==> config.mk <==
export PLATFORM = sky130hd
export DESIGN_NAME = mx_sum_scoreboard_flat
export DESIGN_NICKNAME = d
export VERILOG_FILES = /design/src/rtl/mx_sum_sb_pkg.sv /design/src/rtl/mx_sum_scoreboard_if.sv /design/src/rtl/mx_sum_sb_fifo.sv /design/src/rtl/mx_sum_scoreboard.sv /design/src/flat_wrapper.sv
export SDC_FILE = /design/constraint.sdc
export NUM_CORES = 1
export LEC_CHECK = 0
export BUFFER_PORTS_ARGS = -buffer_cell sky130_fd_sc_hd__buf_4
export CAP_MARGIN = 20
export CORE_MARGIN = 5
export CORE_UTILIZATION = 40
export DETAILED_ROUTE_END_ITERATION = 16
export RECOVER_POWER = 100
export SLEW_MARGIN = 5
export SYNTH_ARGS = -nofsm -noshare
export SYNTH_HDL_FRONTEND = slang
export SYNTH_HIERARCHICAL = 1
export SYNTH_SLANG_ARGS = --single-unit
==> constraint.sdc <==
create_clock -name clk -period 9.55 [get_ports clk]
set_input_delay 0 -clock clk [delete_from_list [all_inputs] [get_ports clk]]
set_output_delay 0 -clock clk [all_outputs]
set_load 0.1 [all_outputs]
==> src/rtl/mx_sum_sb_pkg.sv <==
// Shared types and helpers for the MX block-sum scoreboard: FIFO entry payload,
// default geometry and FP32 classification / ulp distance used by the tolerant compare.
package mx_sum_sb_pkg;

    localparam int unsigned SB_DATA_W = 32;
    localparam int unsigned SB_EXP_W  = 8;
    localparam int unsigned SB_MAG_W  = SB_DATA_W - 1;
    localparam int unsigned SB_MAN_W  = SB_MAG_W - SB_EXP_W;
    localparam int unsigned SB_DEPTH  = 8;
    localparam int unsigned SB_PTR_W  = $clog2(SB_DEPTH);
    localparam int unsigned SB_CNT_W  = 16;

    typedef struct packed {
        logic [SB_DATA_W-1:0] data;
        logic                 overflow;
        logic                 unused;
    } sb_entry_t;

    function automatic logic is_zero(input logic [SB_DATA_W-1:0] x);
        return x[SB_MAG_W-1:0] == '0;
    endfunction

    function automatic logic is_nan(input logic [SB_DATA_W-1:0] x);
        return (&x[SB_MAG_W-1:SB_MAN_W]) && (x[SB_MAN_W-1:0] != '0);
    endfunction

    function automatic logic is_inf(input logic [SB_DATA_W-1:0] x);
        return (&x[SB_MAG_W-1:SB_MAN_W]) && (x[SB_MAN_W-1:0] == '0);
    endfunction

    // Magnitude-field distance; for same-sign finite floats this is the ulp count.
    function automatic logic [SB_MAG_W-1:0] ulp_dist(input logic [SB_DATA_W-1:0] a,
                                                     input logic [SB_DATA_W-1:0] b);
        logic [SB_MAG_W-1:0] ma;
        logic [SB_MAG_W-1:0] mb;
        ma = a[SB_MAG_W-1:0];
        mb = b[SB_MAG_W-1:0];
        return (ma >= mb) ? (ma - mb) : (mb - ma);
    endfunction

endpackage

==> src/rtl/mx_sum_scoreboard_if.sv <==
// Reference/DUT result streams and status of the block-sum scoreboard.
// master = environment side, slave = scoreboard side.
interface mx_sum_scoreboard_if #(
    parameter int unsigned DATA_WIDTH = 32,
    parameter int unsigned DEPTH      = 8,
    parameter int unsigned CNT_W      = 16
);
    localparam int unsigned LVL_W = $clog2(DEPTH) + 1;

    logic                  i_clear;
    logic                  i_ref_valid;
    logic                  o_ref_ready;
    logic [DATA_WIDTH-1:0] i_ref_data;
    logic                  i_ref_overflow;
    logic                  i_ref_unused;
    logic                  i_dut_valid;
    logic [DATA_WIDTH-1:0] i_dut_data;
    logic                  i_dut_overflow;
    logic [CNT_W-1:0]      o_txn_count;
    logic [CNT_W-1:0]      o_err_count;
    logic                  o_err_valid;
    logic [CNT_W-1:0]      o_err_id;
    logic [DATA_WIDTH-1:0] o_err_ref;
    logic [DATA_WIDTH-1:0] o_err_dut;
    logic                  o_orphan;
    logic [LVL_W-1:0]      o_fifo_level;

    modport master (
        output i_clear, i_ref_valid, i_ref_data, i_ref_overflow, i_ref_unused,
        output i_dut_valid, i_dut_data, i_dut_overflow,
        input  o_ref_ready, o_txn_count, o_err_count, o_err_valid, o_err_id,
        input  o_err_ref, o_err_dut, o_orphan, o_fifo_level
    );

    modport slave (
        input  i_clear, i_ref_valid, i_ref_data, i_ref_overflow, i_ref_unused,
        input  i_dut_valid, i_dut_data, i_dut_overflow,
        output o_ref_ready, o_txn_count, o_err_count, o_err_valid, o_err_id,
        output o_err_ref, o_err_dut, o_orphan, o_fifo_level
    );

endinterface

==> src/rtl/mx_sum_sb_fifo.sv <==
// Synchronous FIFO of scoreboard reference entries with registered full/empty/level.
// Push while full and pop while empty are ignored; pointers wrap modulo DEPTH.
module mx_sum_sb_fifo
    import mx_sum_sb_pkg::*;
#(
    parameter int unsigned DEPTH = SB_DEPTH
) (
    input  logic                     clk,
    input  logic                     rst_n,
    input  logic                     clear,
    input  logic                     push,
    input  logic                     pop,
    input  sb_entry_t                wr_entry,
    output sb_entry_t                head_c,
    output logic                     full,
    output logic                     empty,
    output logic [$clog2(DEPTH):0]   level
);

    localparam int unsigned PTR_W = $clog2(DEPTH);
    localparam int unsigned LVL_W = PTR_W + 1;

    sb_entry_t        mem [DEPTH];
    logic [PTR_W-1:0] wr_ptr;
    logic [PTR_W-1:0] rd_ptr;
    logic             do_push;
    logic             do_pop;
    logic [LVL_W-1:0] level_nxt;

    assign do_push = push && !full;
    assign do_pop  = pop && !empty;
    assign head_c  = mem[rd_ptr];

    always_comb begin
        level_nxt = level;
        if (do_push && !do_pop) begin
            level_nxt = level + LVL_W'(1);
        end else if (!do_push && do_pop) begin
            level_nxt = level - LVL_W'(1);
        end
    end

    // Pointers and occupancy flags; flags are registered from the next level.
    always_ff @(posedge clk) begin
        if (!rst_n || clear) begin
            wr_ptr <= '0;
            rd_ptr <= '0;
            level  <= '0;
            full   <= 1'b0;
            empty  <= 1'b1;
        end else begin
            if (do_push) begin
                wr_ptr <= wr_ptr + PTR_W'(1);
            end
            if (do_pop) begin
                rd_ptr <= rd_ptr + PTR_W'(1);
            end
            level <= level_nxt;
            full  <= (level_nxt == LVL_W'(DEPTH));
            empty <= (level_nxt == '0);
        end
    end

    always_ff @(posedge clk) begin
        if (do_push) begin
            mem[wr_ptr] <= wr_entry;
        end
    end

endmodule

==> src/rtl/mx_sum_scoreboard.sv <==
// In-order scoreboard for MX block-sum results: FIFO-buffered references, one registered compare
// stage, saturating counters and last-error capture. Optional ulp-tolerant compare: MX_SUM_SB_ULP_TOL_EN.
module mx_sum_scoreboard
    import mx_sum_sb_pkg::*;
#(
    parameter int unsigned DATA_WIDTH = SB_DATA_W,
    parameter int unsigned DEPTH      = SB_DEPTH,
    parameter int unsigned CNT_W      = SB_CNT_W,
    parameter int unsigned ULP_TOL    = 1
) (
    input  logic               clk,
    input  logic               rst_n,
    mx_sum_scoreboard_if.slave sb
);

    localparam int unsigned LVL_W = $clog2(DEPTH) + 1;

    if (DATA_WIDTH != SB_DATA_W || DEPTH < 2 || (DEPTH & (DEPTH - 1)) != 0 ||
        ULP_TOL >= (32'd1 << SB_MAG_W)) begin : g_bad_cfg
        $error("mx_sum_scoreboard: unsupported parameter set");
    end

    function automatic logic [CNT_W-1:0] sat_inc(input logic [CNT_W-1:0] v);
        return (&v) ? v : v + CNT_W'(1);
    endfunction

    function automatic logic data_match(input logic [SB_DATA_W-1:0] r,
                                        input logic [SB_DATA_W-1:0] d);
`ifdef MX_SUM_SB_ULP_TOL_EN
        logic match;
        if (is_nan(r) || is_nan(d)) begin
            match = is_nan(r) && is_nan(d);
        end else if (is_zero(r) && is_zero(d)) begin
            match = 1'b1;
        end else if (r[SB_DATA_W-1] != d[SB_DATA_W-1]) begin
            match = 1'b0;
        end else if (is_inf(r) || is_inf(d)) begin
            match = (r == d);
        end else begin
            match = (ulp_dist(r, d) <= SB_MAG_W'(ULP_TOL));
        end
        return match;
`else
        return r == d;
`endif
    endfunction

    sb_entry_t        ref_entry;
    sb_entry_t        head;
    logic             fifo_full;
    logic             fifo_empty;
    logic [LVL_W-1:0] fifo_level;
    logic             bypass;
    logic             orphan_now;
    logic             push;
    logic             pop;

    // Compare pipeline register
    logic                 stg_valid;
    logic                 stg_orphan;
    sb_entry_t            stg_ref;
    logic [SB_DATA_W-1:0] stg_dut_data;
    logic                 stg_dut_ovf;
    logic                 mismatch;

    logic [CNT_W-1:0]     txn_count;
    logic [CNT_W-1:0]     err_count;
    logic                 err_valid;
    logic [CNT_W-1:0]     err_id;
    logic [SB_DATA_W-1:0] err_ref;
    logic [SB_DATA_W-1:0] err_dut;
    logic                 orphan;

    always_comb begin
        ref_entry          = '0;
        ref_entry.data     = sb.i_ref_data;
        ref_entry.overflow = sb.i_ref_overflow;
        ref_entry.unused   = sb.i_ref_unused;
    end

    // Clear wins over any same-cycle handshake; bypass keeps an empty FIFO empty.
    assign bypass     = fifo_empty && sb.i_ref_valid && sb.i_dut_valid;
    assign orphan_now = fifo_empty && sb.i_dut_valid && !sb.i_ref_valid;
    assign push       = sb.i_ref_valid && !bypass && !sb.i_clear;
    assign pop        = sb.i_dut_valid && !sb.i_clear;

    mx_sum_sb_fifo #(
        .DEPTH (DEPTH)
    ) u_fifo (
        .clk      (clk),
        .rst_n    (rst_n),
        .clear    (sb.i_clear),
        .push     (push),
        .pop      (pop),
        .wr_entry (ref_entry),
        .head_c   (head),
        .full     (fifo_full),
        .empty    (fifo_empty),
        .level    (fifo_level)
    );

    // Every DUT result yields exactly one stage event: pop, bypass or orphan.
    always_ff @(posedge clk) begin
        if (!rst_n || sb.i_clear) begin
            stg_valid    <= 1'b0;
            stg_orphan   <= 1'b0;
            stg_ref      <= '0;
            stg_dut_data <= '0;
            stg_dut_ovf  <= 1'b0;
        end else begin
            stg_valid    <= sb.i_dut_valid;
            stg_orphan   <= orphan_now;
            stg_dut_data <= sb.i_dut_data;
            stg_dut_ovf  <= sb.i_dut_overflow;
            if (bypass) begin
                stg_ref <= ref_entry;
            end else if (fifo_empty) begin
                stg_ref <= '0;
            end else begin
                stg_ref <= head;
            end
        end
    end

    always_comb begin
        mismatch = 1'b0;
        if (!stg_ref.unused) begin
            mismatch = !data_match(stg_ref.data, stg_dut_data) ||
                       (stg_ref.overflow != stg_dut_ovf);
        end
    end

    // Counters and last-error capture; the id is the transaction count before increment.
    always_ff @(posedge clk) begin
        if (!rst_n || sb.i_clear) begin
            txn_count <= '0;
            err_count <= '0;
            err_valid <= 1'b0;
            err_id    <= '0;
            err_ref   <= '0;
            err_dut   <= '0;
            orphan    <= 1'b0;
        end else begin
            err_valid <= 1'b0;
            if (stg_valid) begin
                if (stg_orphan) begin
                    orphan    <= 1'b1;
                    err_count <= sat_inc(err_count);
                    err_valid <= 1'b1;
                    err_id    <= txn_count;
                    err_ref   <= '0;
                    err_dut   <= stg_dut_data;
                end else begin
                    txn_count <= sat_inc(txn_count);
                    if (mismatch) begin
                        err_count <= sat_inc(err_count);
                        err_valid <= 1'b1;
                        err_id    <= txn_count;
                        err_ref   <= stg_ref.data;
                        err_dut   <= stg_dut_data;
                    end
                end
            end
        end
    end

    assign sb.o_ref_ready  = !fifo_full;
    assign sb.o_fifo_level = fifo_level;
    assign sb.o_txn_count  = txn_count;
    assign sb.o_err_count  = err_count;
    assign sb.o_err_valid  = err_valid;
    assign sb.o_err_id     = err_id;
    assign sb.o_err_ref    = err_ref;
    assign sb.o_err_dut    = err_dut;
    assign sb.o_orphan     = orphan;

endmodule
==> src/flat_wrapper.sv <==
// flat-port wrapper written by rule: the top's interface ports become plain ports
module mx_sum_scoreboard_flat import mx_sum_sb_pkg::*;
#(
    parameter int unsigned DATA_WIDTH = SB_DATA_W,
    parameter int unsigned DEPTH      = SB_DEPTH,
    parameter int unsigned CNT_W      = SB_CNT_W,
    parameter int unsigned ULP_TOL    = 1
)
  (clk, rst_n, sb_i_clear, sb_i_ref_valid, sb_i_ref_data, sb_i_ref_overflow, sb_i_ref_unused, sb_i_dut_valid, sb_i_dut_data, sb_i_dut_overflow, sb_o_ref_ready, sb_o_txn_count, sb_o_err_count, sb_o_err_valid, sb_o_err_id, sb_o_err_ref, sb_o_err_dut, sb_o_orphan, sb_o_fifo_level);
  mx_sum_scoreboard_if #(.DATA_WIDTH(DATA_WIDTH), .DEPTH(DEPTH), .CNT_W(CNT_W)) sb_i ();
  input  logic clk;
  input  logic rst_n;
  input wire logic [$bits(sb_i.i_clear)-1:0] sb_i_clear;
  input wire logic [$bits(sb_i.i_ref_valid)-1:0] sb_i_ref_valid;
  input wire logic [$bits(sb_i.i_ref_data)-1:0] sb_i_ref_data;
  input wire logic [$bits(sb_i.i_ref_overflow)-1:0] sb_i_ref_overflow;
  input wire logic [$bits(sb_i.i_ref_unused)-1:0] sb_i_ref_unused;
  input wire logic [$bits(sb_i.i_dut_valid)-1:0] sb_i_dut_valid;
  input wire logic [$bits(sb_i.i_dut_data)-1:0] sb_i_dut_data;
  input wire logic [$bits(sb_i.i_dut_overflow)-1:0] sb_i_dut_overflow;
  output wire logic [$bits(sb_i.o_ref_ready)-1:0] sb_o_ref_ready;
  output wire logic [$bits(sb_i.o_txn_count)-1:0] sb_o_txn_count;
  output wire logic [$bits(sb_i.o_err_count)-1:0] sb_o_err_count;
  output wire logic [$bits(sb_i.o_err_valid)-1:0] sb_o_err_valid;
  output wire logic [$bits(sb_i.o_err_id)-1:0] sb_o_err_id;
  output wire logic [$bits(sb_i.o_err_ref)-1:0] sb_o_err_ref;
  output wire logic [$bits(sb_i.o_err_dut)-1:0] sb_o_err_dut;
  output wire logic [$bits(sb_i.o_orphan)-1:0] sb_o_orphan;
  output wire logic [$bits(sb_i.o_fifo_level)-1:0] sb_o_fifo_level;
  assign sb_i.i_clear = sb_i_clear;
  assign sb_i.i_ref_valid = sb_i_ref_valid;
  assign sb_i.i_ref_data = sb_i_ref_data;
  assign sb_i.i_ref_overflow = sb_i_ref_overflow;
  assign sb_i.i_ref_unused = sb_i_ref_unused;
  assign sb_i.i_dut_valid = sb_i_dut_valid;
  assign sb_i.i_dut_data = sb_i_dut_data;
  assign sb_i.i_dut_overflow = sb_i_dut_overflow;
  assign sb_o_ref_ready = sb_i.o_ref_ready;
  assign sb_o_txn_count = sb_i.o_txn_count;
  assign sb_o_err_count = sb_i.o_err_count;
  assign sb_o_err_valid = sb_i.o_err_valid;
  assign sb_o_err_id = sb_i.o_err_id;
  assign sb_o_err_ref = sb_i.o_err_ref;
  assign sb_o_err_dut = sb_i.o_err_dut;
  assign sb_o_orphan = sb_i.o_orphan;
  assign sb_o_fifo_level = sb_i.o_fifo_level;
  mx_sum_scoreboard #(.DATA_WIDTH(DATA_WIDTH), .DEPTH(DEPTH), .CNT_W(CNT_W), .ULP_TOL(ULP_TOL)) u_core (.clk(clk), .rst_n(rst_n), .sb(sb_i));
endmodule
### Word-level counts from Yosys, hierarchy flattened

Memories as Yosys holds them, arrays and structs flattened. A register that Yosys moved wholly into a read port is not among the register bits.
Cells that the tools add are included.

| storage, ports and cells | value |
|---|---|
| flip-flop bits (word level) | 195 |
| word-level logic and storage cells | 82 |
| output and inout bits | 119 |
| bits in writable memories | 272 |
| memories kept | 1 |
| input bits | 72 |

Memories:

| name | depth | bits a word | read ports | clocked after Yosys merged registers in | write ports | line | source |
|---|---|---|---|---|---|---|---|
| u_core.u_fifo.mem | 8 | 34 | 1 | 1 | 1 | mx_sum_sb_fifo.sv:23 | `sb_entry_t mem [DEPTH];` |

| operators by class | value |
|---|---|
| reduce and logical (&&, ||, !) cells | 30 |
| mux-type cells | 20 |
| eq/ne operators | 3 |
| add/sub/neg operators | 6 |
| bitwise operators | 3 |

Operators with widths:

| kind | number |
|---|---|
| 32-bit two-way mux | 4 |
| 16-bit two-way mux | 5 |
| 34-bit two-way mux | 2 |
| 16-bit by 1-bit adder with 16-bit output (second input constant) | 2 |
| 32-bit equality test | 1 |
| 16-bit AND reduction | 2 |
| 1-bit logical AND | 11 |
| 1-bit logical NOT | 9 |
| 4-bit two-way mux | 2 |
| 3-bit by 1-bit adder with 3-bit output (second input constant) | 2 |
| 3-bit two-way mux | 2 |
| 1-bit two-way mux | 5 |
| 4-bit by 1-bit adder with 4-bit output (second input constant) | 1 |
| 4-bit equality test (second input constant) | 1 |
| 4-bit logical NOT | 1 |
| 2-bit AND reduction | 2 |
| 4-bit by 1-bit subtractor with 4-bit output (second input constant) | 1 |
| 1-bit inverter | 3 |
| 3-bit AND reduction | 1 |
| 1-bit logical OR | 2 |
| 2-bit nonzero test | 1 |
| 2-bit OR reduction | 1 |
| 1-bit inequality test | 1 |

### Longest topological paths before layout

Gate-level depths: netlist of the first run.

| logic depth | value |
|---|---|
| depth in word-level cells | 11 |
| depth in mapped cells | 9 |
| mapped depth without buffers | 7 |

### Modules after synthesis

Netlist of the first run, hierarchy kept.

Modules (own cells, without submodules):

| module | area each (um^2) | cells each | sequential area each (um^2) | instances |
|---|---|---|---|---|
| mx_sum_sb_fifo | 11031.8 | 479 | 8468.1 | 1 |
| mx_sum_scoreboard | 6847.8 | 739 | 3663.5 | 1 |

### Worst setup path before layout of the first run

Ideal clock, no wire load.

| timing | value |
|---|---|
| path type | register to register |
| start | register u_core.u_fifo.empty |
| end | memory u_core/u_fifo/mem[0][0] in the netlist's numbering (enable) |
| clock period less this slack | 3836 ps |
| cell stages (with the launch flop) | 6 |
| buffers on the path | 0 |
| arrival time | 3368 ps |
| path slack | 5714 ps |
| required time | 9082 ps |
| library setup time | 468 ps |
| path through | dfxtp_1 > nand2_1 > nor3b_1 > and2b_1 > nand2b_1 > nor3_1 |

| on the way | value |
|---|---|
| word-level cells in the longest chain between the ends | 8 |

Ends and longest elaborated chain:

| element | line | source |
|---|---|---|
| start, declared | mx_sum_sb_fifo.sv:16 | `output logic empty,` |
| start signal, assigned | mx_sum_sb_fifo.sv:60 | `empty <= (level_nxt == '0);` |
| 1-bit logical AND (2 in a row) | mx_sum_scoreboard.sv:82 | `assign bypass = fifo_empty && sb.i_ref_valid && sb.i_dut_valid;` |
| 1-bit logical NOT | mx_sum_scoreboard.sv:84 | `assign push = sb.i_ref_valid && !bypass && !sb.i_clear;` |
| 1-bit logical AND (2 in a row) | mx_sum_scoreboard.sv:84 |  |
| net u_core.push | mx_sum_scoreboard.sv:55 | `logic push;` |
| 1-bit logical AND | mx_sum_sb_fifo.sv:30 | `assign do_push = push && !full;` |
| 1-bit two-way mux | mx_sum_sb_fifo.sv:65 | `if (do_push) begin` |
| 1-bit two-way mux (not written as such) | mx_sum_sb_fifo.sv:66 | `mem[wr_ptr] <= wr_entry;` |
| end, declared | mx_sum_sb_fifo.sv:23 |  |

The timed path passes the listed nets, and every way through them passes these cells.

### Worst setup path in the final report of the first run

| timing | value |
|---|---|
| start | input sb_i_clear |
| end | register u_core.err_count[10] (netlist: u_core/sb.o_err_count[10]) |

| on the way | value |
|---|---|
| word-level cells in the longest chain between the ends | 1 |

Ends and longest elaborated chain:

| element | line | source |
|---|---|---|
| start, declared | flat_wrapper.sv:13 | `input wire logic [$bits(sb_i.i_clear)-1:0] sb_i_clear;` |
| 1-bit logical OR | mx_sum_scoreboard.sv:135 | `if (!rst_n \|\| sb.i_clear) begin` |
| end signal, assigned | mx_sum_scoreboard.sv:148 | `err_count <= sat_inc(err_count);` |
| end signal, assigned | mx_sum_scoreboard.sv:156 | `err_count <= sat_inc(err_count);` |
| end, declared | mx_sum_scoreboard.sv:67 | `logic [CNT_W-1:0] err_count;` |

No other way between the ends.
A chain may end at the register's enable or synchronous reset.

==> summary by stage, run 1 <==
Detailed routing
After detailed routing, the total wire length is 43500 µm. The post-detailed-route count of antenna-violating nets is 0. The count of TritonRoute iterations in the first routing pass is 5. The via-per-instance ratio is about 5. The first-iteration detailed-routing DRC count is roughly 770.

The detail-routed net length per standard cell is ~20 µm. The total DRC errors in the routed layout is 0. Summing over every cut layer, the via total after detailed routing is 10700.

Die
The standard-cell row count is 77. The initial cell density of the core is 0.404. The height of the die is about 220 µm.

For this design the top-level I/O count stands at 191. The die covers about 49000 µm². The die width is between 200 and 250 µm.

The area of the core region is around 44000 µm².

Worst setup path
The maximum fanout along the worst path is 77. Traced cell by cell, the critical path runs through dlygate4sd3_1 -> clkbuf_1 -> nand2b_1 -> clkbuf_1 -> nor2_1 -> a41o_1. The cell at the slowest stage of the critical path is sky130_fd_sc_hd__clkbuf_1. STA classifies the critical path startpoint as an input port. The number of buffers and inverters on the critical path is 3. The worst path required time is around 10000 ps. The arrival time at the worst endpoint is between 5000 and 6000 ps.

For this run, the slowest stage of the critical path takes approximately 2600 ps. The endpoint kind of the worst setup timing path is a flip-flop. The worst register-to-register path ends at u_core/u_fifo/mem[3][24]$_DFFE_PP_. In this run the critical register-to-register path is launched from u_core/u_fifo/empty$_SDFF_PP1_.

The number of cells on the worst reg-to-reg path is 7. The critical path is of the input port to flip-flop type. The cell family contributing the most delay on the critical path is buffers and inverters.

For flop-to-flop paths, the worst setup slack is 4640 ps. The cell seen most often among critical-path stages is sky130_fd_sc_hd__clkbuf_1.

Final layout
The net total in the final layout is between 1500 and 2000. The post-route core utilization is 0.488. Of the cells placed in the final design, the portion with a size suffix greater than 1 is 0.149. In the final layout, the multi-input gates occupy roughly 5300 µm². In the final layout, flip-flops and latches occupy approximately 12000 µm². The layout overhead on the synthesized area is 20.6%.

The number of filler instances in the final layout is a little under 4000.

Hold path
The number of cells on the worst hold path is 3. The path class of the tightest hold or removal check is input port to flip-flop. The worst hold path begins at sb_i_dut_data[10]. The worst hold path terminates at u_core/stg_dut_data[10]$_SDFF_PP0_.

Timing
The number of slew-limit violations in the final report was ~560. The final critical-path share of the clock period is 0.521. The shortest clock period the worst path allows after layout is between 4000 and 5000 ps. The final-report hold violation count was 0.

The largest clock skew in the final design is roughly 12 ps. The worst-case headroom to the max-slew limit is -1.37. The final-report setup violation count is 0. Adding up every negative setup slack in the final design gives 0 ps.

Setup repair after global routing left no endpoint under its margin. The highest attainable clock frequency is between 200 and 250 MHz. The transition time of the tightest slew-check pin is 3550 ps.

Clocking
The total number of H-tree levels is 2. After clock tree synthesis, the clock-pin slew on the worst setup and hold paths is about 60 ps. The number of buffers inserted to repair setup after CTS is 0. The clock net sink count is 470.

Post-CTS repair changed the size of 0 cells. The number of buffers on the longest clock path is 3. For the worst-skew pair, the clock arrives at the later sink with an insertion delay of 570 ps.

The CTS buffer count is 48. Buffers inserted to repair hold after CTS numbered approximately 70. The clock tree from TritonCTS is built.

The root buffer cell chosen for the clock tree is sky130_fd_sc_hd__clkbuf_16.

Power and ir drop
The switching power share of the total is 0.204. Power spread over the standard cell area amounts to ~200 nW/µm². The part of the power in registers is 0.504. Of the total power, the clock network draws 0.459. The peak supply drop is 0.113 mV. The net switching power is 0.877 mW. The internal cell power is approximately 3.4 mW. For this design the static power due to leakage is 7.24 nW. The fraction of power consumed by combinational cells is 0.037.

Synth
The cell area after synthesis is about 18000 µm². The average cell area after synthesis is ~15 µm². The netlist uses approximately 50 different library cells. Counting flops and latches in the post-synthesis netlist gives 470. During synthesis, Yosys emitted a total of 6 warnings. The share of the yosys chip area belonging to registers is 0.679. Of the post-synthesis cell area, the dominant cell type holds 0.457. Yosys mapped a number of flops with a built-in enable equal to 272. By area the synthesized netlist is led by sky130_fd_sc_hd__edfxtp_1 (46%), sky130_fd_sc_hd__dfxtp_1 (22%), sky130_fd_sc_hd__mux4_2 (7.4%).

The share of async-settable or async-resettable flops after synthesis is 0. Synthesis produced a netlist with a net count of 1296. The gate count of the mapped netlist is 1218.

The cell type with the largest total area after synthesis is sky130_fd_sc_hd__edfxtp_1. In the synthesized netlist the dominant register cell turns out to be sky130_fd_sc_hd__edfxtp_1.

Place
During placement, the flow inserted port buffers numbering 190. The final weighted congestion of routability-driven global placement is slightly above 0.8. Detailed placement ended at an HPWL of 26400 µm.

Run status
The final reports fail on max-capacitance violations, max-slew violations. The flow ran to the end, but the final reports show violations.

Global routing
The number of global-route vias before repair is 10600. For this run, the total global-route usage over all layers was measured as 0.171. The number of antenna violations at the first check in global routing is 3.

The first global-routing pass estimated 65800 µm of wire. The pin count of the biggest net entering global routing is 78. The total overflow reported by the global router is 0.

Run
The tool flagged a number of max-cap violations equal to 14.
==> layer usage <==
metal | share of wire | up-vias | track usage
met5 | 0.00048 | - | 0
met4 | 0.020 | 4 | 0.0449
met3 | 0.056 | 58 | 0.0354
met2 | 0.47 | 284 | 0.277
met1 | 0.45 | 5307 | 0.239
li1 | - | 5023 | -
==> power groups by stage <==
| stage | registers [mW] | logic (mW) | clock network, mW |
|---|---|---|---|
| floorplan | 2.22 | 0.0708 | 0 |
| global placement | 2.21 | 0.144 | 0 |
| detailed placement | 2.21 | 0.146 | 0 |
| CTS | 2.17 | 0.172 | 2.02 |
| global route | 2.17 | 0.175 | 2.11 |
| finish | 2.17 | 0.161 | 1.98 |
==> sequential cells by signal, summed over array words and instances, names as in the netlist, 3 cells and up, named ones only <==
register and cells:
u_core/sb.o_err_dut 32, u_core/stg_dut_data 32, u_core/sb.o_err_count 16, u_core/sb.o_txn_count 16, u_core/sb.o_err_ref 32, u_core/u_fifo/level 4, u_core/stg_ref 34, u_core/sb.o_err_id 16
u_core/u_fifo/wr_ptr 3, u_core/u_fifo/rd_ptr 3, u_core/u_fifo/mem 272
==> placed cells by master (no fill, tap or decap), types with 14 or more instances in the layout <==
cell                            instances
sky130_fd_sc_hd__mux2_2                14
sky130_fd_sc_hd__mux4_2                59
sky130_fd_sc_hd__xor2_1                51
sky130_fd_sc_hd__nor2b_1               35
sky130_fd_sc_hd__nand3_1               15
sky130_fd_sc_hd__a21oi_1               94
sky130_fd_sc_hd__nand2_1              130
sky130_fd_sc_hd__a22o_1                32
sky130_fd_sc_hd__and2_1                14
sky130_fd_sc_hd__dfxtp_1              194
sky130_fd_sc_hd__clkbuf_1             176
sky130_fd_sc_hd__clkbuf_16             49
sky130_fd_sc_hd__buf_4                 40
sky130_fd_sc_hd__nor2_1                68
sky130_fd_sc_hd__dlygate4sd3_1         72
sky130_fd_sc_hd__edfxtp_1             272
sky130_fd_sc_hd__mux2_4                20
sky130_fd_sc_hd__and2_0                25
==> area by class of cell <==
type / instances / area share
Clock inverter: 24 / 0.0160
Tap cell: 592 / 0.0344
Antenna cell: 1 / 0.000116
Clock buffer: 64 / 0.0623
Inverter: 6 / 0.00104
Timing Repair Buffer: 280 / 0.0774
Sequential cell: 470 / 0.563
Multi-Input combinational cell: 677 / 0.246
==> how the worst max path moves through the flow <==
stage | startpoint | end | slack (ps) | cells after the start
after floorplan | u_core/u_fifo/empty$_SDFF_PP1_ | u_core/u_fifo/mem[0][0]$_DFFE_PP_ | 5710 | 5
after global placement | flip-flop | u_core/stg_ref[14]$_SDFF_PP0_ | 6600 | 6
after detailed placement | flip-flop | u_core/stg_ref[26]$_SDFF_PP0_ | 6570 | 6
after CTS | u_core/stg_ref[14]$_SDFF_PP0_ | u_core/sb.o_err_count[12]$_SDFFE_PP0P_ | 6560 | 7
after global routing | sb_i_clear | u_core/sb.o_err_count[4]$_SDFFE_PP0P_ | 4180 | 6
final | sb_i_clear | u_core/sb.o_err_count[10]$_SDFFE_PP0P_ | 4570 | 6
==> worst min-delay path: stages <==
cell	delay, ps
sky130_fd_sc_hd__dlygate4sd3_1	530
sky130_fd_sc_hd__buf_4	90
sky130_fd_sc_hd__and2_0	100
==> synth_stat cells (all sizes together) (3+ instances only) <==
library cell and n:
edfxtp 272, and2 39, buf 24, nor4 10, dfxtp 198, nor2 76
a21oi 94, nor2b 36, nor3 6, and3 7, ha 6, o21ai 8
a22o 32, clkbuf 41, nand2 130, or3 7, mux2 34, xnor2 5
inv 6, nand4 12, and4 6, or4 3, xor2 51, nand3 15
a31oi 5, mux4 68, nand2b 9
==> logic make-up after synthesis <==
family / Yosys count / synth area share
buf+inv: 71 / 0.0257
mux: 104 / 0.114
simple gates: 360 / 0.0983
compound gates: 151 / 0.0516
flops: 470 / 0.679
xor+xnor: 56 / 0.0274
fa+ha+maj: 6 / 0.00420
==> stage by stage <==
step                instance area, µm²  cells  setup slack, ps  hold WS [ps]  power [mW]
floorplan                        17900   1218             5710          79.3        2.29
global placement                 19800   1952             6600           204        2.36
detailed placement               19800   1952             6570           206        2.36
CTS                              22200   2112             6560           155        4.36
global route                     21600   2113             4180           189        4.45
finish                           21600   2114             4570           191        4.31
Power figures use the tool's default switching activity.
==> inputs of run 2 (changes only) <==
- clock period: 9.55 -> 5.2 ns (I/O delays scaled with it)
==> summary by stage, run 2 (same netlist as run 1, synthesis figures left out) <==
Run status
The run finished, with violations left. The final reports fail on max-capacitance violations, max-slew violations.

Global routing
The pin count of the biggest net entering global routing is 64. The number of global-route vias before repair is between 10000 and 15000. The total overflow reported by the global router is 0. The number of antenna violations at the first check in global routing came to 4. Across every metal layer, demand over resource in global routing totals 0.174.

The first global-routing pass estimated ~67000 µm of wire.

Worst setup path
The arrival time at the worst endpoint is about 4200 ps. The worst register-to-register path ends at u_core/u_fifo/mem[4][15]$_DFFE_PP_. The highest cell delay on the worst timing path is 890 ps. The worst path required time is around 5400 ps. In this run the worst path has a maximum fanout of 37. The setup slack of the most critical reg-to-reg path is between 1000 and 1500 ps. STA classifies the critical path startpoint as a flip-flop. The setup path with the least slack is of type flip-flop to flip-flop.

The signal on the critical path passes through clkbuf_1 -> nand2_1 -> nor3b_1 -> and2b_1 -> nand2b_1 -> nor2_2 -> buf_4. Counting cells, the worst reg-to-reg path comes to 7. The startpoint identified for the worst register-to-register timing path is u_core/u_fifo/empty$_SDFF_PP1_. The endpoint kind of the worst setup timing path is a flip-flop. The cell at the slowest stage of the critical path is sky130_fd_sc_hd__nor2_2.

Hold path
The origin of the worst min-delay path is sb_i_dut_data[19]. For hold timing, the worst endpoint is u_core/stg_dut_data[19]$_SDFF_PP0_. The path category of the worst min-delay check is input port to flip-flop. The number of cells on the worst hold path is 3.

Final layout
The multi-input combinational cells in the finished layout cover a total of about 5300 µm². The register with the most flip-flops in the layout has 272 of them. Compared with the post-synthesis result, the final layout area differs by 20.5%.

Leaving out fill and tap cells, the most frequent cell in the layout is sky130_fd_sc_hd__edfxtp_1. In the final layout, flip-flops and latches occupy roughly 12000 µm². The number of filler instances in the final layout is approximately 4000. The library cells used most frequently in the layout, excluding fill and tap cells, are sky130_fd_sc_hd__edfxtp_1 (272), sky130_fd_sc_hd__dfxtp_1 (194), sky130_fd_sc_hd__clkbuf_1 (169). Of the cells placed in the final design, the portion with a size suffix greater than 1 is 0.153. The largest registers in the layout are u_core/u_fifo/mem x272, u_core/stg_ref x34. At the end of the flow the core is filled with cells to 0.487.

The net count of the finished layout is about 1600. Counting flops per register, the top entry is u_core/u_fifo/mem.

Detailed routing
The total DRC errors in the routed layout is 0. Using the TritonRoute via totals, the vias-per-cell ratio works out to just over 5. The count of nets left with antenna violations once routing finished came out at 0. The first detailed-routing pass took 5 iterations. Summed over all layers, the routed wires come to roughly 44000 µm. Across all layers, the routed design uses about 11000 vias. After detailed routing, the average wire length per cell comes to 20.6 µm. After the first detailed-routing iteration, the DRC count stood at just over 800.

Place
The half-perimeter wire length after detailed placement is between 20000 and 30000 µm. OpenSTA, run right after detailed placement, puts the worst setup slack at around 2000 ps. The final weighted congestion of routability-driven global placement is 0.779. In this run the tool buffered the top-level ports with 190 buffer cells.

Timing
The transition time of the tightest slew-check pin is about 2300 ps. Setup slack closes at 1240 ps. The highest attainable clock frequency is approximately 250 MHz. The largest clock skew in the final design is roughly 16 ps. The number of slew-limit violations in the final report was approximately 140. Setup violations remaining at the end of the flow were counted as 0. The final-report hold violation count was 0. The worst path needs approximately 4000 ps of the cycle, external delays included. In the finished design, the share of the clock period the worst path needs comes to 0.762. Setup repair after global routing left no endpoint under its margin. Summed over all failing endpoints, the final setup total negative slack is 0 ps. The worst-case headroom to the max-slew limit is -0.560.

Die
The floorplan step defined a die boundary enclosing a little under 50000 µm². The total area inside the core boundary comes to around 44000 µm². The die is 221 µm wide. The standard-cell row count is a little under 80. The initial cell density of the core is 0.404. The height of the die is between 200 and 250 µm.

The count of boundary I/O pins is between 150 and 200.

Clocking
Clock-pin slew was measured on the worst setup and hold paths at 60 ps. The total of cells resized after clock tree synthesis is 0. The total number of H-tree levels is 2.

The clock net sink count is 470. The later pin in the worst-skew pair is clocked with a latency of around 580 ps. The CTS buffer count is 49. TritonCTS built the clock tree. The clock passes through at most 3 buffers.

The tree is rooted in a sky130_fd_sc_hd__clkbuf_16.

Power and ir drop
Of the total power, registers draw 0.516. The internal portion of the total power is 6.11 mW. The analysis attributes to net switching a power of roughly 1.6 mW. The static power due to leakage is around 7.3 nW. The worst-case IR drop observed on VDD is roughly 0.24 mV. The fraction of power consumed by the clock network is 0.445. The power per cell area is 358 nW/µm².

The fraction of power consumed by combinational cells is 0.038. The switching power share of the total is 0.208.

Run
Across the run, the number of max-cap violations was 3.
[run 2: cell count changes in the layout (fill, tap and decap cells not counted), moves of 2 or more]
cell | before | now
sky130_fd_sc_hd__and2_1 | 14 | 12
sky130_fd_sc_hd__clkinv_2 | 8 | 5
sky130_fd_sc_hd__clkinv_1 | 3 | 9
sky130_fd_sc_hd__clkbuf_1 | 176 | 169
sky130_fd_sc_hd__bufinv_16 | 8 | 3
sky130_fd_sc_hd__clkbuf_16 | 49 | 51
sky130_fd_sc_hd__clkbuf_4 | 0 | 2
sky130_fd_sc_hd__buf_4 | 40 | 52
sky130_fd_sc_hd__and2_0 | 25 | 27
[run 2: worst max path at each step]
stage / cells after the start / to / slack [ps] / startpoint
5_1_grt: 7 / u_core/u_fifo/mem[4][15]$_DFFE_PP_ / 1020 / u_core/u_fifo/empty$_SDFF_PP1_
4_1_cts: 7 / u_core/u_fifo/mem[4][32]$_DFFE_PP_ / 1940 / u_core/u_fifo/empty$_SDFF_PP1_
3_3_place_gp: 7 / u_core/u_fifo/mem[4][27]$_DFFE_PP_ / 1940 / u_core/u_fifo/empty$_SDFF_PP1_
3_5_place_dp: 7 / u_core/u_fifo/mem[4][27]$_DFFE_PP_ / 2010 / u_core/u_fifo/empty$_SDFF_PP1_
6_report: 7 / u_core/u_fifo/mem[4][15]$_DFFE_PP_ / 1240 / u_core/u_fifo/empty$_SDFF_PP1_
2_1_floorplan: 5 / u_core/u_fifo/mem[0][0]$_DFFE_PP_ / 1360 / u_core/u_fifo/empty$_SDFF_PP1_
[run 2: layout make-up]
| type | count | share of cell area |
|---|---|---|
| diodes | 1 | 0.000116 |
| flip-flops and latches | 470 | 0.564 |
| inverters | 6 | 0.00105 |
| clock buffers | 70 | 0.0657 |
| well taps | 592 | 0.0344 |
| multi-input cells | 677 | 0.247 |
| clock inverters | 20 | 0.00802 |
| repair buffers | 284 | 0.0805 |
[run 2: power groups by stage]
stage | registers, mW | clock network, mW | logic (mW)
floorplan | 4.08 | 0 | 0.130
global placement | 4.06 | 0 | 0.265
detailed placement | 4.06 | 0 | 0.269
CTS | 3.98 | 3.53 | 0.316
global route | 3.98 | 3.69 | 0.324
finish | 3.98 | 3.44 | 0.297
[run 2: stage by stage]
stage          cell area, µm²  hold slack, ps  power (mW)  instances
2_1_floorplan           17900            79.3        4.21       1218
3_3_place_gp            19800             204        4.33       1955
3_5_place_dp            19800             206        4.33       1955
4_1_cts                 22100             148        7.83       2118
5_1_grt                 21500             177        8.00       2120
6_report                21500             170        7.72       2120
[run 2: what timing repair did]
item,CTS,global route
hold buffers,73,0
setup endpoints to repair,0,0
hold endpoints to repair,358,0
setup buffers,0,0
[run 2: critical path: cells and delay by family, from the launching register on]
kind / cells / cell delay (ps)
simple gates: 5 / 2040
buf+inv: 2 / 1280
flops: 1 / 300
[run 2: metal layers]
metal | vias up | wire length [µm] | GRT usage
li1 | 5031 | - | -
met1 | 5404 | 20100 | 0.240
met2 | 286 | 20700 | 0.284
met3 | 73 | 1970 | 0.0343
met4 | 6 | 1020 | 0.0497
met5 | - | 39 | 0
==> inputs of run 3 (changes only) <==
- ABC_AREA: unset -> 1
- clock period: 5.2 -> 4 ns (I/O delays scaled with it)
==> summary by stage, run 3 <==
Synth
The number of different library cells used by synthesis comes to 35. The Yosys step of the flow raised 6 warnings. Each instance of the synthesized netlist takes up on average about 10 µm². In the synthesized netlist, the cells that appear most often are sky130_fd_sc_hd__nand2_1 (362), sky130_fd_sc_hd__edfxtp_1 (272), sky130_fd_sc_hd__nor2_1 (262), sky130_fd_sc_hd__dfxtp_1 (198), sky130_fd_sc_hd__o21ai_0 (120). The synthesized design contains 272 enable-type register cells. The synthesized flop and latch total is 470. The biggest area contributor in the post-synthesis netlist is sky130_fd_sc_hd__edfxtp_1. The gate count of the mapped netlist is ~1800. By area the synthesized netlist is led by sky130_fd_sc_hd__edfxtp_1 (44%), sky130_fd_sc_hd__dfxtp_1 (21%), sky130_fd_sc_hd__nand2_1 (7.4%).

Of the synthesized area, sequential elements account for 0.657. Yosys instantiated no cell more often than sky130_fd_sc_hd__nand2_1. The share of async-settable or async-resettable flops after synthesis is 0. The net count after synthesis is roughly 1800. The most used flip-flop cell after synthesis is sky130_fd_sc_hd__edfxtp_1. The cell area that synthesis handed to floorplanning was roughly 18000 µm². The share of Yosys cell area claimed by the top area cell type is 0.442.

Final layout
The register with the most flip-flops in the final layout is u_core/u_fifo/mem. The net total in the final layout is between 2000 and 2500. The library cells used most frequently in the layout, excluding fill and tap cells, are sky130_fd_sc_hd__nand2_1 (364), sky130_fd_sc_hd__edfxtp_1 (272), sky130_fd_sc_hd__nor2_1 (256). The library cell used most frequently in the layout, excluding fill and tap cells, is sky130_fd_sc_hd__nand2_1. The fraction of final layout cells sized beyond drive strength 1 is 0.0725.

The area growth from synthesis to layout is 19.7%. The largest registers in the layout are u_core/u_fifo/mem x272, u_core/stg_ref x34. For this run, the share of the core covered by cells in the final layout is 0.486. The flip-flop count of the largest register, all copies and words added is about 270.

Timing
The highest attainable clock frequency is 337 MHz. The number of slew-limit violations in the final report was 34. In the post-route analysis, the smallest setup slack over all paths is 1040 ps. The final critical-path share of the clock period is 0.741.

The final-report hold violation count is 0. The worst pin sits at a relative slew slack of -0.0853. The final-layout setup total negative slack is 0 ps.

The shortest clock period the worst path allows after layout is around 3000 ps. For the final database, setup skew stands at 13.5 ps. Setup repair after global routing left no endpoint under its margin. The final-report setup violation count is 0. The tightest hold path in the finished design has a slack of approximately 210 ps. The transition time of the tightest slew-check pin is about 1600 ps.

Run
The max-capacitance violation count is 1.

Detailed routing
The detail-routed net length per standard cell is approximately 18 µm. For this run, design rule violations remaining after detail routing come to 0. Using the TritonRoute via totals, the vias-per-cell ratio works out to 5.01.

After detailed routing, the total wire length is roughly 48000 µm. Detailed routing inserted a total of roughly 13000 vias. The first routing iteration left 1074 violations.

For this run, the detailed router's first-pass iteration total came to 5. The post-detailed-route count of antenna-violating nets is 0.

Die
The initial cell density of the core is 0.406. The height of the die is about 220 µm. The full die area is 50500 µm². The die width is roughly 220 µm.

Row generation in the floorplan step produced a little under 80 rows. The count of boundary I/O pins is 191. The area of the core region is around 45000 µm².

Worst setup path
The worst reg2reg path endpoint is u_core/stg_ref[15]$_SDFF_PP0_. The cell depth of the worst flop-to-flop path is 7. The setup check on the worst reg-to-reg path leaves a slack of slightly above 1000 ps. STA classifies the critical path endpoint as a flip-flop. The kind of start point of the critical path is a flip-flop.

For the worst setup path, the data arrival time is between 3000 and 4000 ps. Of all nets on the critical path, the largest fanout is 70. Data on the critical path is required at its endpoint by 4440 ps. In this run the worst setup path terminates at u_core/stg_ref[15]$_SDFF_PP0_. By startpoint and endpoint, the worst setup path is classified as flip-flop to flip-flop.

Clocking
In this run the deepest clock path goes through 3 buffers. TritonCTS built the clock tree. Buffers added to address setup during post-CTS repair amount to 0. The register clock-pin slew on the reported worst setup and hold paths is around 60 ps. The clock net sink count is 470. In this run, CTS created clock tree buffers numbering between 40 and 50. The CTS root buffer is sky130_fd_sc_hd__clkbuf_16. The number of gates resized after CTS was 0. At the later pin of the worst-skew pair, clock insertion delay measures 570 ps. The total number of H-tree levels is 2.

Global routing
The first-pass GRT wire length is 73900 µm. The number of antenna violations at the first check in global routing is 8. The total global-route track usage is 0.184. The total overflow left after global routing is 0. Entering global routing, the biggest net connects ~140 pins. The number of global-route vias before repair is 12900.

Place
The setup slack after placement is about 1700 ps. The final weighted congestion of routability-driven global placement is between 0.8 and 0.9. The number of I/O port buffers is 190.

The half-perimeter wire length after detailed placement is roughly 29000 µm.

Power and ir drop
The design draws between 10 and 15 mW. In this run the power density over the cells is roughly 460 nW/µm². The worst-case IR drop observed on VDD is around 0.29 mV. For this design the static power due to leakage is ~8 nW.

Run status
The flow ran to the end, but the final reports show violations. The final reports fail on max-capacitance violations, max-slew violations.

Hold path
The path category of the worst min-delay check is input port to flip-flop.
[run 3: changes by cell type after synthesis, sizes merged, moves of 36 or more]
| cell | before | now |
|---|---|---|
| nor2b | 36 | 0 |
| o21ai | 8 | 126 |
| o22ai | 2 | 68 |
| inv | 6 | 103 |
| mux4 | 68 | 0 |
| nand2 | 130 | 369 |
| mux2i | 2 | 68 |
| and2 | 39 | 0 |
| nor2 | 76 | 263 |
[run 3: worst max-delay path: stages (launching register included)]
cell	delay, ps
sky130_fd_sc_hd__dfxtp_2	1170
sky130_fd_sc_hd__clkbuf_1	650
sky130_fd_sc_hd__o21ai_0	210
sky130_fd_sc_hd__o22ai_1	200
sky130_fd_sc_hd__nand2_1	70
sky130_fd_sc_hd__nand2_1	70
sky130_fd_sc_hd__nand2_1	50
sky130_fd_sc_hd__a21oi_1	350
[run 3: through the flow]
stage,instance area [µm²],cells
2_1_floorplan,18500,1768
3_3_place_gp,20400,2494
3_5_place_dp,20400,2494
4_1_cts,22700,2654
5_1_grt,22100,2655
6_report,22100,2656
[run 3: how the worst min path moves through the flow]
stage | startpoint | cells past startpoint | endpoint
6_report | sb_i_dut_data[24] | 4 | u_core/stg_dut_data[24]$_SDFF_PP0_
5_1_grt | sb_i_dut_data[25] | 4 | u_core/stg_dut_data[25]$_SDFF_PP0_
2_1_floorplan | sb_i_ref_valid | 1 | u_core/stg_orphan$_SDFF_PP0_
3_3_place_gp | sb_i_dut_data[10] | 3 | u_core/stg_dut_data[10]$_SDFF_PP0_
4_1_cts | sb_i_dut_data[24] | 4 | u_core/stg_dut_data[24]$_SDFF_PP0_
3_5_place_dp | sb_i_dut_data[2] | 3 | u_core/stg_dut_data[2]$_SDFF_PP0_
[run 3: final cells by class]
class	instances	area [µm²]
fillers	4294	23400
inverters	106	403
clock buffers	65	1360
multi-input cells	1104	5440
clock inverters	22	215
repair buffers	287	1790
flip-flops and latches	470	12100
well taps	600	751
diodes	2	5.00
[run 3: cells by family after synthesis]
kind of cell / share of synthesized area
xor+xnor: 0.0180
buf+inv: 0.0483
mux: 0.0369
flops: 0.657
fa+ha+maj: 0.00407
compound gates: 0.0858
simple gates: 0.150
[run 3: timing repair]
action | 4_1_cts | 5_1_grt
hold buffers | 73 | 0
hold endpoints to repair | 356 | 0
setup endpoints to repair | 0 | 0
[run 3: metal layers]
metal	up-vias	part of all wire	track usage
met4	6	0.015	0.0409
met2	360	0.47	0.300
met5	-	0.00075	0
met3	69	0.070	0.0388
li1	6492	-	-
met1	6368	0.45	0.254
[run 3: report_power, final]
part	leakage [nW]	internal, mW	switching [mW]
clock	0.770	2.63	1.82
sequential	4.06	5.17	0.0363
combinational	3.03	0.166	0.383
